File: src/rtl/phy_tx_pattern_gen_if.sv
// Training-pattern generator control/data bundle: run request/abort in, status and GMII byte stream out.
// Latency: plain wires; the generator registers every output it drives.
// Backpressure: none; the PHY output stage always accepts a byte per clock.
interface phy_tx_pattern_gen_if;
    logic       train_start_in;   // single-cycle run request
    logic       train_abort_in;   // abort current run
    logic       train_busy_out;   // run in progress
    logic       train_done_out;   // one-cycle end-of-run pulse
    logic [7:0] frame_idx_out;    // frame currently being sent
    logic [7:0] phy_txd_out;      // transmit byte
    logic       phy_tvalid_out;   // transmit byte valid

    // Controller side: issues requests, observes the stream.
    modport master (
        output train_start_in,
        output train_abort_in,
        input  train_busy_out,
        input  train_done_out,
        input  frame_idx_out,
        input  phy_txd_out,
        input  phy_tvalid_out
    );

    // Generator side.
    modport slave (
        input  train_start_in,
        input  train_abort_in,
        output train_busy_out,
        output train_done_out,
        output frame_idx_out,
        output phy_txd_out,
        output phy_tvalid_out
    );
endinterface

File: src/rtl/phy_tx_pattern_gen.sv
// RGMII TX training pattern generator: FRAME_NUM frames of preamble/SFD/ramp payload/trailer plus IFG.
// Latency: start sampled in cycle T gives the first preamble byte (and busy) in T+1; all outputs registered.
// Backpressure: none; one byte per phy_tx_clk. Ports: phy_tx_clk, sys_rst (sync, active-high), tx_if (slave).
module phy_tx_pattern_gen #(
    parameter int FRAME_NUM   = 16,   // frames per run (1..255)
    parameter int PAYLOAD_LEN = 64,   // payload bytes per frame (4..1024)
    parameter int IFG_LEN     = 12    // idle cycles after each frame (1..255)
) (
    input  logic               phy_tx_clk,
    input  logic               sys_rst,
    phy_tx_pattern_gen_if.slave tx_if
);

    localparam int CW = $clog2(1024) + 1;

    typedef enum logic [2:0] {
        S_IDLE,
        S_PREAMBLE,
        S_SFD,
        S_PAYLOAD,
        S_TRAILER,
        S_IFG,
        S_DONE
    } state_t;

    state_t          state_q, state_d;
    logic [CW-1:0]   cnt_q, cnt_d;
    logic [7:0]      frame_q, frame_d;

    logic [7:0]      txd_q, txd_d;
    logic            tvalid_q, tvalid_d;
    logic            busy_q, busy_d;
    logic            done_q, done_d;

    // Next-state logic. Outputs are then decoded from the *next* state so
    // that, once registered, they line up with the state they describe.
    always_comb begin
        state_d = state_q;
        cnt_d   = cnt_q + 1'b1;
        frame_d = frame_q;

        if (state_q != S_IDLE && tx_if.train_abort_in) begin
            state_d = S_IDLE;
            cnt_d   = '0;
            frame_d = '0;
        end else begin
            case (state_q)
                S_IDLE: begin
                    cnt_d = '0;
                    // Abort in IDLE has no effect of its own but still masks a start.
                    if (tx_if.train_start_in && !tx_if.train_abort_in) begin
                        state_d = S_PREAMBLE;
                        frame_d = '0;
                    end
                end
                S_PREAMBLE: begin
                    if (cnt_q == CW'(6)) begin
                        state_d = S_SFD;
                        cnt_d   = '0;
                    end
                end
                S_SFD: begin
                    state_d = S_PAYLOAD;
                    cnt_d   = '0;
                end
                S_PAYLOAD: begin
                    if (cnt_q == CW'(PAYLOAD_LEN - 1)) begin
                        state_d = S_TRAILER;
                        cnt_d   = '0;
                    end
                end
                S_TRAILER: begin
                    if (cnt_q == CW'(3)) begin
                        state_d = S_IFG;
                        cnt_d   = '0;
                    end
                end
                S_IFG: begin
                    if (cnt_q == CW'(IFG_LEN - 1)) begin
                        cnt_d = '0;
                        if (frame_q == 8'(FRAME_NUM - 1)) begin
                            state_d = S_DONE;
                        end else begin
                            state_d = S_PREAMBLE;
                            frame_d = frame_q + 8'd1;
                        end
                    end
                end
                S_DONE: begin
                    state_d = S_IDLE;
                    cnt_d   = '0;
                end
                default: begin
                    state_d = S_IDLE;
                    cnt_d   = '0;
                    frame_d = '0;
                end
            endcase
        end
    end

    // Byte decode for the state being entered.
    always_comb begin
        txd_d    = 8'h00;
        tvalid_d = 1'b0;
        busy_d   = (state_d != S_IDLE);
        done_d   = (state_d == S_DONE);
        case (state_d)
            S_PREAMBLE: begin
                txd_d    = 8'h55;
                tvalid_d = 1'b1;
            end
            S_SFD: begin
                txd_d    = 8'hD5;
                tvalid_d = 1'b1;
            end
            S_PAYLOAD: begin
                // 8-bit wrapping ramp offset by the frame index.
                txd_d    = frame_d + cnt_d[7:0];
                tvalid_d = 1'b1;
            end
            S_TRAILER: begin
                tvalid_d = 1'b1;
                case (cnt_d[1:0])
                    2'd0:    txd_d = 8'hA5;
                    2'd1:    txd_d = 8'h5A;
                    2'd2:    txd_d = frame_d;
                    default: txd_d = ~frame_d;
                endcase
            end
            default: begin
                txd_d    = 8'h00;
                tvalid_d = 1'b0;
            end
        endcase
    end

    always_ff @(posedge phy_tx_clk) begin
        if (sys_rst) begin
            state_q  <= S_IDLE;
            cnt_q    <= '0;
            frame_q  <= '0;
            txd_q    <= 8'h00;
            tvalid_q <= 1'b0;
            busy_q   <= 1'b0;
            done_q   <= 1'b0;
        end else begin
            state_q  <= state_d;
            cnt_q    <= cnt_d;
            frame_q  <= frame_d;
            txd_q    <= txd_d;
            tvalid_q <= tvalid_d;
            busy_q   <= busy_d;
            done_q   <= done_d;
        end
    end

    assign tx_if.phy_txd_out    = txd_q;
    assign tx_if.phy_tvalid_out = tvalid_q;
    assign tx_if.train_busy_out = busy_q;
    assign tx_if.train_done_out = done_q;
    assign tx_if.frame_idx_out  = frame_q;

endmodule

File: src/flat_wrapper.sv
// flat-port wrapper written by rule: the top's interface ports become plain ports
module phy_tx_pattern_gen_flat 
#(
    parameter int FRAME_NUM   = 16,                             
    parameter int PAYLOAD_LEN = 64,                                       
    parameter int IFG_LEN     = 12                                            
)
  (phy_tx_clk, sys_rst, tx_if_train_start_in, tx_if_train_abort_in, tx_if_train_busy_out, tx_if_train_done_out, tx_if_frame_idx_out, tx_if_phy_txd_out, tx_if_phy_tvalid_out);
  phy_tx_pattern_gen_if tx_if_i ();
  input  logic phy_tx_clk;
  input  logic sys_rst;
  input wire logic [$bits(tx_if_i.train_start_in)-1:0] tx_if_train_start_in;
  input wire logic [$bits(tx_if_i.train_abort_in)-1:0] tx_if_train_abort_in;
  output wire logic [$bits(tx_if_i.train_busy_out)-1:0] tx_if_train_busy_out;
  output wire logic [$bits(tx_if_i.train_done_out)-1:0] tx_if_train_done_out;
  output wire logic [$bits(tx_if_i.frame_idx_out)-1:0] tx_if_frame_idx_out;
  output wire logic [$bits(tx_if_i.phy_txd_out)-1:0] tx_if_phy_txd_out;
  output wire logic [$bits(tx_if_i.phy_tvalid_out)-1:0] tx_if_phy_tvalid_out;
  assign tx_if_i.train_start_in = tx_if_train_start_in;
  assign tx_if_i.train_abort_in = tx_if_train_abort_in;
  assign tx_if_train_busy_out = tx_if_i.train_busy_out;
  assign tx_if_train_done_out = tx_if_i.train_done_out;
  assign tx_if_frame_idx_out = tx_if_i.frame_idx_out;
  assign tx_if_phy_txd_out = tx_if_i.phy_txd_out;
  assign tx_if_phy_tvalid_out = tx_if_i.phy_tvalid_out;
  phy_tx_pattern_gen #(.FRAME_NUM(FRAME_NUM), .PAYLOAD_LEN(PAYLOAD_LEN), .IFG_LEN(IFG_LEN)) u_core (.phy_tx_clk(phy_tx_clk), .sys_rst(sys_rst), .tx_if(tx_if_i));
endmodule
File: config.mk
export PLATFORM = sky130hd
export DESIGN_NAME = phy_tx_pattern_gen_flat
export DESIGN_NICKNAME = d
export VERILOG_FILES = /design/src/rtl/phy_tx_pattern_gen_if.sv /design/src/rtl/phy_tx_pattern_gen.sv /design/src/flat_wrapper.sv
export SDC_FILE = /design/constraint.sdc
export NUM_CORES = 1
export LEC_CHECK = 0
export ABC_CLOCK_PERIOD_IN_PS = 9730
export CAP_MARGIN = 20
export CORE_MARGIN = 5
export CORE_UTILIZATION = 45
export CTS_CLUSTER_SIZE = 28
export DETAILED_ROUTE_END_ITERATION = 12
export GPL_TIMING_DRIVEN = 0
export PLACE_DENSITY = 0.65
export SLEW_MARGIN = 20
export SYNTH_ARGS = -nofsm -noshare
export SYNTH_HDL_FRONTEND = slang
export SYNTH_SLANG_ARGS = --single-unit
export TNS_END_PERCENT = 10
File: constraint.sdc
create_clock -name phy_tx_clk -period 9.73 [get_ports phy_tx_clk]
set_clock_uncertainty 0.15 [all_clocks]
set_input_delay 2.4325 -clock phy_tx_clk [delete_from_list [all_inputs] [get_ports phy_tx_clk]]
set_output_delay 2.4325 -clock phy_tx_clk [all_outputs]
set_load 0.01 [all_outputs]
* Word level (Yosys, flattened, before mapping) *
Cells that the tools add are included.

word-level totals
  bits in registers = 33
  bits in latches = 0
  bits in writable memories = 0
  ROM bits = 0
  input bits = 4
  memories = 0

cells by class
  $add $sub $neg = 3
  multipliers = 0
  divide/modulo/power cells = 0
  magnitude comparators = 0
  equality and inequality tests = 18
  shift operators = 0
  mux-type cells = 22
  bitwise operators = 1
  reduce and logical (&&, ||, !) cells = 10

operators with widths
  operator               count
  $pmux 8 s3             2
  $mux 11                4
  $pmux 11 s4            1
  $mux 8                 5
  $pmux 8 s4             1
  $mux 3                 7
  $pmux 3 s6             1
  $eq 3x3->1 const B     5
  $eq 3x2->1 const B     4
  $add 11x1->11 const B  1
  $eq 11x2->1 const B    1
  $eq 11x3->1 const B    1
  $eq 11x4->1 const B    1
  $eq 11x6->1 const B    1
  $add 8x1->8 const B    1
  $add 8x8->8            1
  $eq 8x4->1 const B     1
  $not 8->8              1
  $eq 3x1->1 const B     2
  $reduce_bool 3->1      2
  $reduce_or 5->1        1
  $reduce_or 4->1        1
  $logic_not 3->1        1
  $eq 2x1->1 const B     1
  other kinds (6)        7

* Longest topological paths before layout *
Gate-level depths: netlist of the first run.

  word-level depth = 8
  mapped depth = 18
  gate-level depth less buffers = 17

* Least setup slack after synthesis of the first run *
OpenSTA, ideal clock, no wires.

  path type = input to register
  start = in tx_if_train_abort_in
  end = reg u_core.txd_q[7] (netlist: u_core.tx_if.phy_txd_out[7])
  data arrival time = 5.114 ns
  data required time = 9.460 ns
  slack = 4.346 ns
  cell stages on the path = 13
  path buffers = 0
  path through = or3b_2 > o21a_1 > o21ai_0 > a21oi_1 > ha_1 > a21oi_1 > o211ai_1 > o41ai_1 > o21ai_0 > a2bb2oi_1 > xnor2_1 > nor2_1 > o31a_1

on the way
  elaborated cells on any way between the ends = 21
  classes of those cells = 1 x add/sub; 6 x eq/ne; 9 x mux; 1 x bitwise; 4 x reduce/logical

RTL lines
  item                         RTL line                   RTL
  start, declared              flat_wrapper.sv:13         input wire logic [$bits(tx_if_i.train_abort_in)-1:0] tx_if_train_abort_in;
  $logic_not 1->1              phy_tx_pattern_gen.sv:51   if (tx_if.train_start_in && !tx_if.train_abort_in) begin
  $logic_and 1x1->1            phy_tx_pattern_gen.sv:51
  $mux 8                       phy_tx_pattern_gen.sv:51
  $pmux 8 s3                   phy_tx_pattern_gen.sv:47   case (state_q)
  $mux 8 (*)                   phy_tx_pattern_gen.sv:42   if (state_q != S_IDLE && tx_if.train_abort_in) begin
  named net u_core.frame_d[1]  phy_tx_pattern_gen.sv:28   logic [7:0] frame_q, frame_d;
  $add 8x8->8 (*)              phy_tx_pattern_gen.sv:119  txd_d = frame_d + cnt_d[7:0];
  $pmux 8 s4 (*)               phy_tx_pattern_gen.sv:108  case (state_d)
  end signal, assigned         phy_tx_pattern_gen.sv:151  txd_q <= txd_d;
  end, declared                phy_tx_pattern_gen.sv:30   logic [7:0] txd_q, txd_d;

Mark *: on every way through the listed nets, which the timed path passes. The rest lies on a longest branch.
A chain may end at the register's enable or synchronous reset.

* Final worst setup path of the first run *
Same ends and word-level chain as after synthesis.

==> flow_metrics.tcl, run 1 <==
set metrics [dict create \
    status "complete, no violations" \
    fin_cells 397 \
    reg2reg_from "u_core.cnt_q[1]" \
    synth.area.top_cells "dfxtp_1, xnor2_1, nor2_1, ha_1, nand2_1" \
    slew_headroom_pct 55.39 \
    critical_path_class "primary input to flop" \
    design.core.area_sq_um 5172 \
    die_area_sq_um 6960 \
    place.gp.congestion 0.8503 \
    vias 2212 \
    drt_iter0_drc 127 \
    synth_top_area_cell "dfxtp_1" \
    cts_made_buffers 5 \
    chipHeight_microns 83.43 \
    hp-class "flop to flop" \
    grt.total_usage_pct 17.92 \
    total_power_w 0.0002802 \
    netlist_area_sq_um 2426 \
    clockBufferDepth 2 \
    initial_core_util_pct 46.90 \
    final-hold-violation-count 0 \
    hold_start "u_core.cnt_q[0]" \
    fin_hold_ws_ns 0.4208 \
    syn_inst 297 \
    drive_above_1_share_pct 11.62 \
    die_x_microns 83.43 \
    fillers 498 \
    rsz0062_at_grt "false" \
    max_freq_mhz 164.1 \
    min_period_over_period_pct 62.62 \
    post_drt_wl_per_cell_microns 15.46 \
    io_buffers 22 \
    std_cell_rows 26 \
    nets 341 \
    postLayoutCellArea_sq_um 2835 \
    finalSetupViolCount 0 \
    ys_types 66 \
    ff_latch_area_sq_um 660.6 \
    cp-end-kind "flop" \
    grt_pass1_vias 2056 \
    grt_pass1_wl_mm 10.21 \
    leakage_nw 1.004 \
    placed_cell_area_sq_um 2734 \
    h-tree-depth 2 \
    worstPathRequired_ns 9.76 \
    finalSetupTns_ns 0 \
    finalWirelength_mm 6.138 \
    irDropWorstVdd_uv 60.95 \
    finalMaxSlewViolations 0 \
    final_common_cell "nor2_1" \
    multi_input_area_sq_um 1617 \
    avgViaCountPerCell 5.572 \
    arrival_ns 6.12 \
    r2r_end "u_core.tx_if.phy_txd_out[7]" \
    cts_setup_buffers 0 \
    yosysWarnings 0 \
    ys_seq_area_share_pct 27.23 \
    mostFrequentLayoutCells "nor2_1, dfxtp_1, nand2_1, clkdlybuf4s50_1, xnor2_1" \
    dr.pass1.iters 4 \
    ctsHoldBuffers 0 \
    clockRootBuffer "clkbuf_8" \
    synth_edf_count 0 \
    dp_hpwl_mm 4.736 \
    holdPathStages 2 \
    ant_nets 0 \
    antenna_found_initial 0 \
    gr-total-overflow 0 \
    rr_worst_depth 15 \
    worst-r2r-setup-slack_ns 5.49 \
    period_needed_ns 6.092 \
    dp.cells 389 \
    avgSynthCellArea_sq_um 8.169 \
    antennaDiodeCount 0 \
    grt_max_degree 11 \
    clkSlewWorstSetupHoldPaths_ns 0.07 \
    cts_sinks 33 \
    ctsResizeCount 0 \
    startpoint_type "primary input" \
    ioPinCount 23 \
    drc 0 \
    insertion_delay_ns 0.29 \
    areaGrowthSynthToFinish_pct 16.86 \
    synth-seq-cells 33 \
    crit_fanout 5 \
    synth_nets 312 \
    synth_top_cell_area_share_pct 27.23 \
    cap_violations 0 \
    ys.flop_type "dfxtp_1" \
    synthArstFlopShare_pct 0 \
    tritoncts "built" \
    power_density_nw_per_um2 98.84 \
    tightest_slew_ns 0.6622 \
    hold_path_end "u_core.cnt_q[0]" \
]
-- sequential cells by signal (all words and copies together) (netlist names) --
name,flops
u_core.tx_if.train_busy_out,1
u_core.state_q,3
u_core.tx_if.phy_txd_out,8
u_core.cnt_q,11
u_core.tx_if.train_done_out,1
u_core.tx_if.phy_tvalid_out,1
u_core.tx_if.frame_idx_out,8
-- layout make-up --
| cell class | instances | share of cell area, % |
|---|---|---|
| Clock buffer | 7 | 3.398 |
| Buffer | 13 | 4.325 |
| Inverter | 7 | 0.9267 |
| Multi-Input combinational cell | 244 | 57.02 |
| Sequential cell | 33 | 23.30 |
| Tap cell | 70 | 3.089 |
| Clock inverter | 1 | 0.1765 |
| Timing Repair Buffer | 22 | 7.767 |
-- Yosys cell counts (all sizes together) (7+ instances only) --
library cell and instances:
a21oi 15, o21ai 15, nand2 23, and3 8, nand3 10, nor3 16
nor2 39, ha 10, xnor2 18, nor2b 12, dfxtp 33, clkbuf 9
inv 7
-- power breakdown --
| part | switching, W | total [W] | internal, W | leakage (nW) |
|---|---|---|---|---|
| Clock | 0.0000521 | 0.000116 | 0.0000640 | 0.0542 |
| Combinational | 0.0000143 | 0.0000262 | 0.0000119 | 0.683 |
| Sequential | 0.000000626 | 0.000138 | 0.000137 | 0.267 |
-- metal layers --
metal	wire, microns	GRT usage [%]	up-vias
met2	2556	24.78	63
met4	260	9.503	0
met5	0	0	-
met1	3061	25.85	995
met3	260	3.465	21
li1	-	-	1133
-- critical path, stage by stage --
cell	delay, ns
clkdlybuf4s50_1	0.49
or3b_2	0.52
o21a_1	0.27
o21ai_0	0.28
a21oi_1	0.21
ha_1	0.33
a21oi_1	0.19
o211ai_1	0.16
o41ai_1	0.41
o21ai_0	0.16
a2bb2oi_1	0.18
xnor2_1	0.16
nor2_1	0.06
o31a_1	0.28
-- cell families (layout without fill, tap and decap cells) --
logic type	Yosys count	after routing	synth area share [%]
DFF	33	33	27.23
xor gates and xnor gates	22	22	7.942
and+or+nand+nor	143	143	32.75
AOI/OAI and AO/OA	68	68	19.96
adders and majority gates	11	11	5.982
buffers and inverters	20	50	6.137
-- how the worst max path moves through the flow --
| stage | start | end | slack (ns) | depth (start not counted) |
|---|---|---|---|---|
| after floorplan | tx_if_train_abort_in | u_core.tx_if.phy_txd_out[7] | 4.35 | 13 |
| after global placement | tx_if_train_abort_in | u_core.tx_if.phy_txd_out[7] | 3.27 | 15 |
| after detailed placement | tx_if_train_abort_in | u_core.tx_if.phy_txd_out[7] | 3.34 | 15 |
| after CTS | tx_if_train_abort_in | u_core.tx_if.phy_txd_out[7] | 3.63 | 15 |
| after global routing | tx_if_train_abort_in | u_core.tx_if.phy_txd_out[7] | 3.37 | 15 |
| final | tx_if_train_abort_in | u_core.tx_if.phy_txd_out[7] | 3.64 | 14 |
-- per-stage QoR --
step / setup slack, ns / utilization (%)
5_1_grt: 3.366 / 54.81
3_3_place_gp: 3.269 / 52.85
2_1_floorplan: 4.346 / -
6_report: 3.638 / 54.81
3_5_place_dp: 3.345 / 52.85
4_1_cts: 3.627 / 54.81
No activity file was read; power rests on OpenSTA's default activity.
==> run 2: changes to the inputs <==
- ABC_CLOCK_PERIOD_IN_PS: 9730 -> 5400
- PLACE_DENSITY: 0.65 -> 0.68
- clock period: 9.73 -> 5.4 ns (I/O delays scaled with it)
==> flow_metrics.tcl, run 2 (synthesized netlist as in run 1, its figures left out) <==
set metrics [dict create \
    status "complete, no violations" \
    dr.pass1.iters 4 \
    mostFrequentLayoutCells "nor2_1, dfxtp_1, nand2_1, clkdlybuf4s50_1, xnor2_1" \
    ant_nets 0 \
    crit_fanout 10 \
    tightest_slew_ns 0.7115 \
    finalMaxSlewViolations 0 \
    place.gp.congestion 0.8671 \
    clockBufferDepth 2 \
    post_drt_wl_per_cell_microns 15.42 \
    grt_pass1_wl_mm 10.31 \
    drive_above_1_share_pct 11.31 \
    irDropWorstVdd_uv 123.9 \
    dp_hpwl_mm 4.693 \
    drt_iter0_drc 194 \
    p_comb_share_pct 9.9 \
    final_common_cell "nor2_1" \
    die_x_microns 83.43 \
    finalSetupViolCount 0 \
    slowest_stage "o21ai_0" \
    swShare_pct 24.65 \
    startpoint_type "primary input" \
    design.core.area_sq_um 5172 \
    clockRootBuffer "clkbuf_8" \
    crit_path_max_incr_delay_ns 0.58 \
    grt.total_usage_pct 18.01 \
    die_area_sq_um 6960 \
    cap_violations 0 \
    drc 0 \
    initial_core_util_pct 46.90 \
    hold_start "u_core.cnt_q[0]" \
    p_clk_share_pct 37.7 \
    chipHeight_microns 83.43 \
    critical_path_class "primary input to flop" \
    reg2reg_from "u_core.cnt_q[1]" \
    p_switching_w 0.0001171 \
    crit_start "tx_if_train_abort_in" \
    p_int_w 0.0003582 \
    ctsHoldBuffers 0 \
    min_period_over_period_pct 93.25 \
    antennaDiodeCount 0 \
    antenna_found_initial 0 \
    grt_max_degree 11 \
    period_needed_ns 5.036 \
    gr-total-overflow 0 \
    leakage_nw 0.9945 \
    h-tree-depth 2 \
    cts_sinks 33 \
    largest_reg_flops 11 \
    cpMostUsedCell "a21oi_1" \
    cp-end-kind "flop" \
    insertion_delay_ns 0.28 \
    cp.buffers_inverters 3 \
    areaGrowthSynthToFinish_pct 16.09 \
    path_cells "clkdlybuf4s50_1 -> clkbuf_8 -> a21oi_1 -> o21ai_0 -> clkbuf_8 -> a21oi_1 -> ha_1 -> a21oi_1 -> o211ai_1 -> o41ai_1 -> o21ai_0 -> a2bb2oi_1 -> xnor2_1 -> nor2_1 -> o31a_1" \
    nets 341 \
    final-hold-violation-count 0 \
    worstPathRequired_ns 5.43 \
    path_delay_family "compound AO/OA/AOI/OAI gates" \
    hp-class "flop to flop" \
    slew_headroom_pct 52.07 \
    ctsResizeCount 0 \
    grt_pass1_vias 2083 \
    cts_setup_buffers 0 \
    max_freq_mhz 198.6 \
    post-place-ws_ns 0.04858 \
    power_density_nw_per_um2 168.8 \
    cts_made_buffers 5 \
    avgViaCountPerCell 5.630 \
    finalWirelength_mm 6.122 \
    vias 2235 \
    ioPinCount 23 \
    worst_slack_ns 0.3644 \
    rsz0062_at_grt "false" \
    finalSetupTns_ns 0 \
    p_seq_share_pct 52.3 \
    std_cell_rows 26 \
    clkSlewWorstSetupHoldPaths_ns 0.07 \
    top_register "u_core.cnt_q" \
    arrival_ns 5.06 \
    tritoncts "built" \
    io_buffers 22 \
]
-- run 2: worst paths after layout --
| check | end | slack, ns | cells past startpoint |
|---|---|---|---|
| setup reg to reg | u_core.tx_if.phy_txd_out[7] | 1.15 | 15 |
| setup / recovery | u_core.tx_if.phy_txd_out[7] | 0.36 | 15 |
| hold / removal | u_core.cnt_q[0] | 0.42 | 2 |
| hold reg to reg | u_core.cnt_q[0] | 0.42 | 2 |
-- run 2: power by group through the flow --
stage	logic [W]	registers [W]	clock network, W
after CTS	0.0000473	0.000249	0.000185
after global routing	0.0000517	0.000249	0.000197
after global placement	0.0000466	0.000254	0
after floorplan	0.0000278	0.000256	0
after detailed placement	0.0000470	0.000254	0
final	0.0000471	0.000249	0.000179
-- run 2: per-layer routing --
layer / vias up / GRT usage [%] / part of all wire, %
met2: 53 / 28.72 / 46
met5: - / 0 / 0
met1: 1039 / 24.64 / 49
li1: 1136 / - / -
met4: 0 / 5.848 / 1.3
met3: 7 / 3.069 / 4.2
-- run 2: area by class of cell --
class / instances / area [sq um]
Timing Repair Buffer: 22 / 220.2
Buffer: 13 / 122.6
Sequential cell: 33 / 660.6
Fill cell: 511 / 2356
Clock buffer: 6 / 72.57
Inverter: 7 / 26.28
Clock inverter: 2 / 10.01
Multi-Input combinational cell: 244 / 1617
Tap cell: 70 / 87.58
-- run 2: stage by stage --
stage	instance area [sq um]	power (W)	cells	util [%]	hold slack (ns)
global placement	2734	0.0003008	389	52.85	0.4072
detailed placement	2734	0.0003012	389	52.85	0.4106
CTS	2816	0.0004810	397	54.45	0.4260
finish	2816	0.0004753	397	54.45	0.4224
floorplan	2426	0.0002839	297	-	0.3868
global route	2816	0.0004975	397	54.45	0.4596
-- run 2: worst min-delay path: stages, from the launching register on --
cell     delay (ns)
dfxtp_1        0.35
buf_6          0.13
nor4_1         0.05
==> run 3: changes to the inputs <==
- CAP_MARGIN: 20 -> unset
- CTS_CLUSTER_DIAMETER: unset -> 40
==> results of run 3 <==
Same layout as run 2: the final DEF is identical, and so are final timing and power.
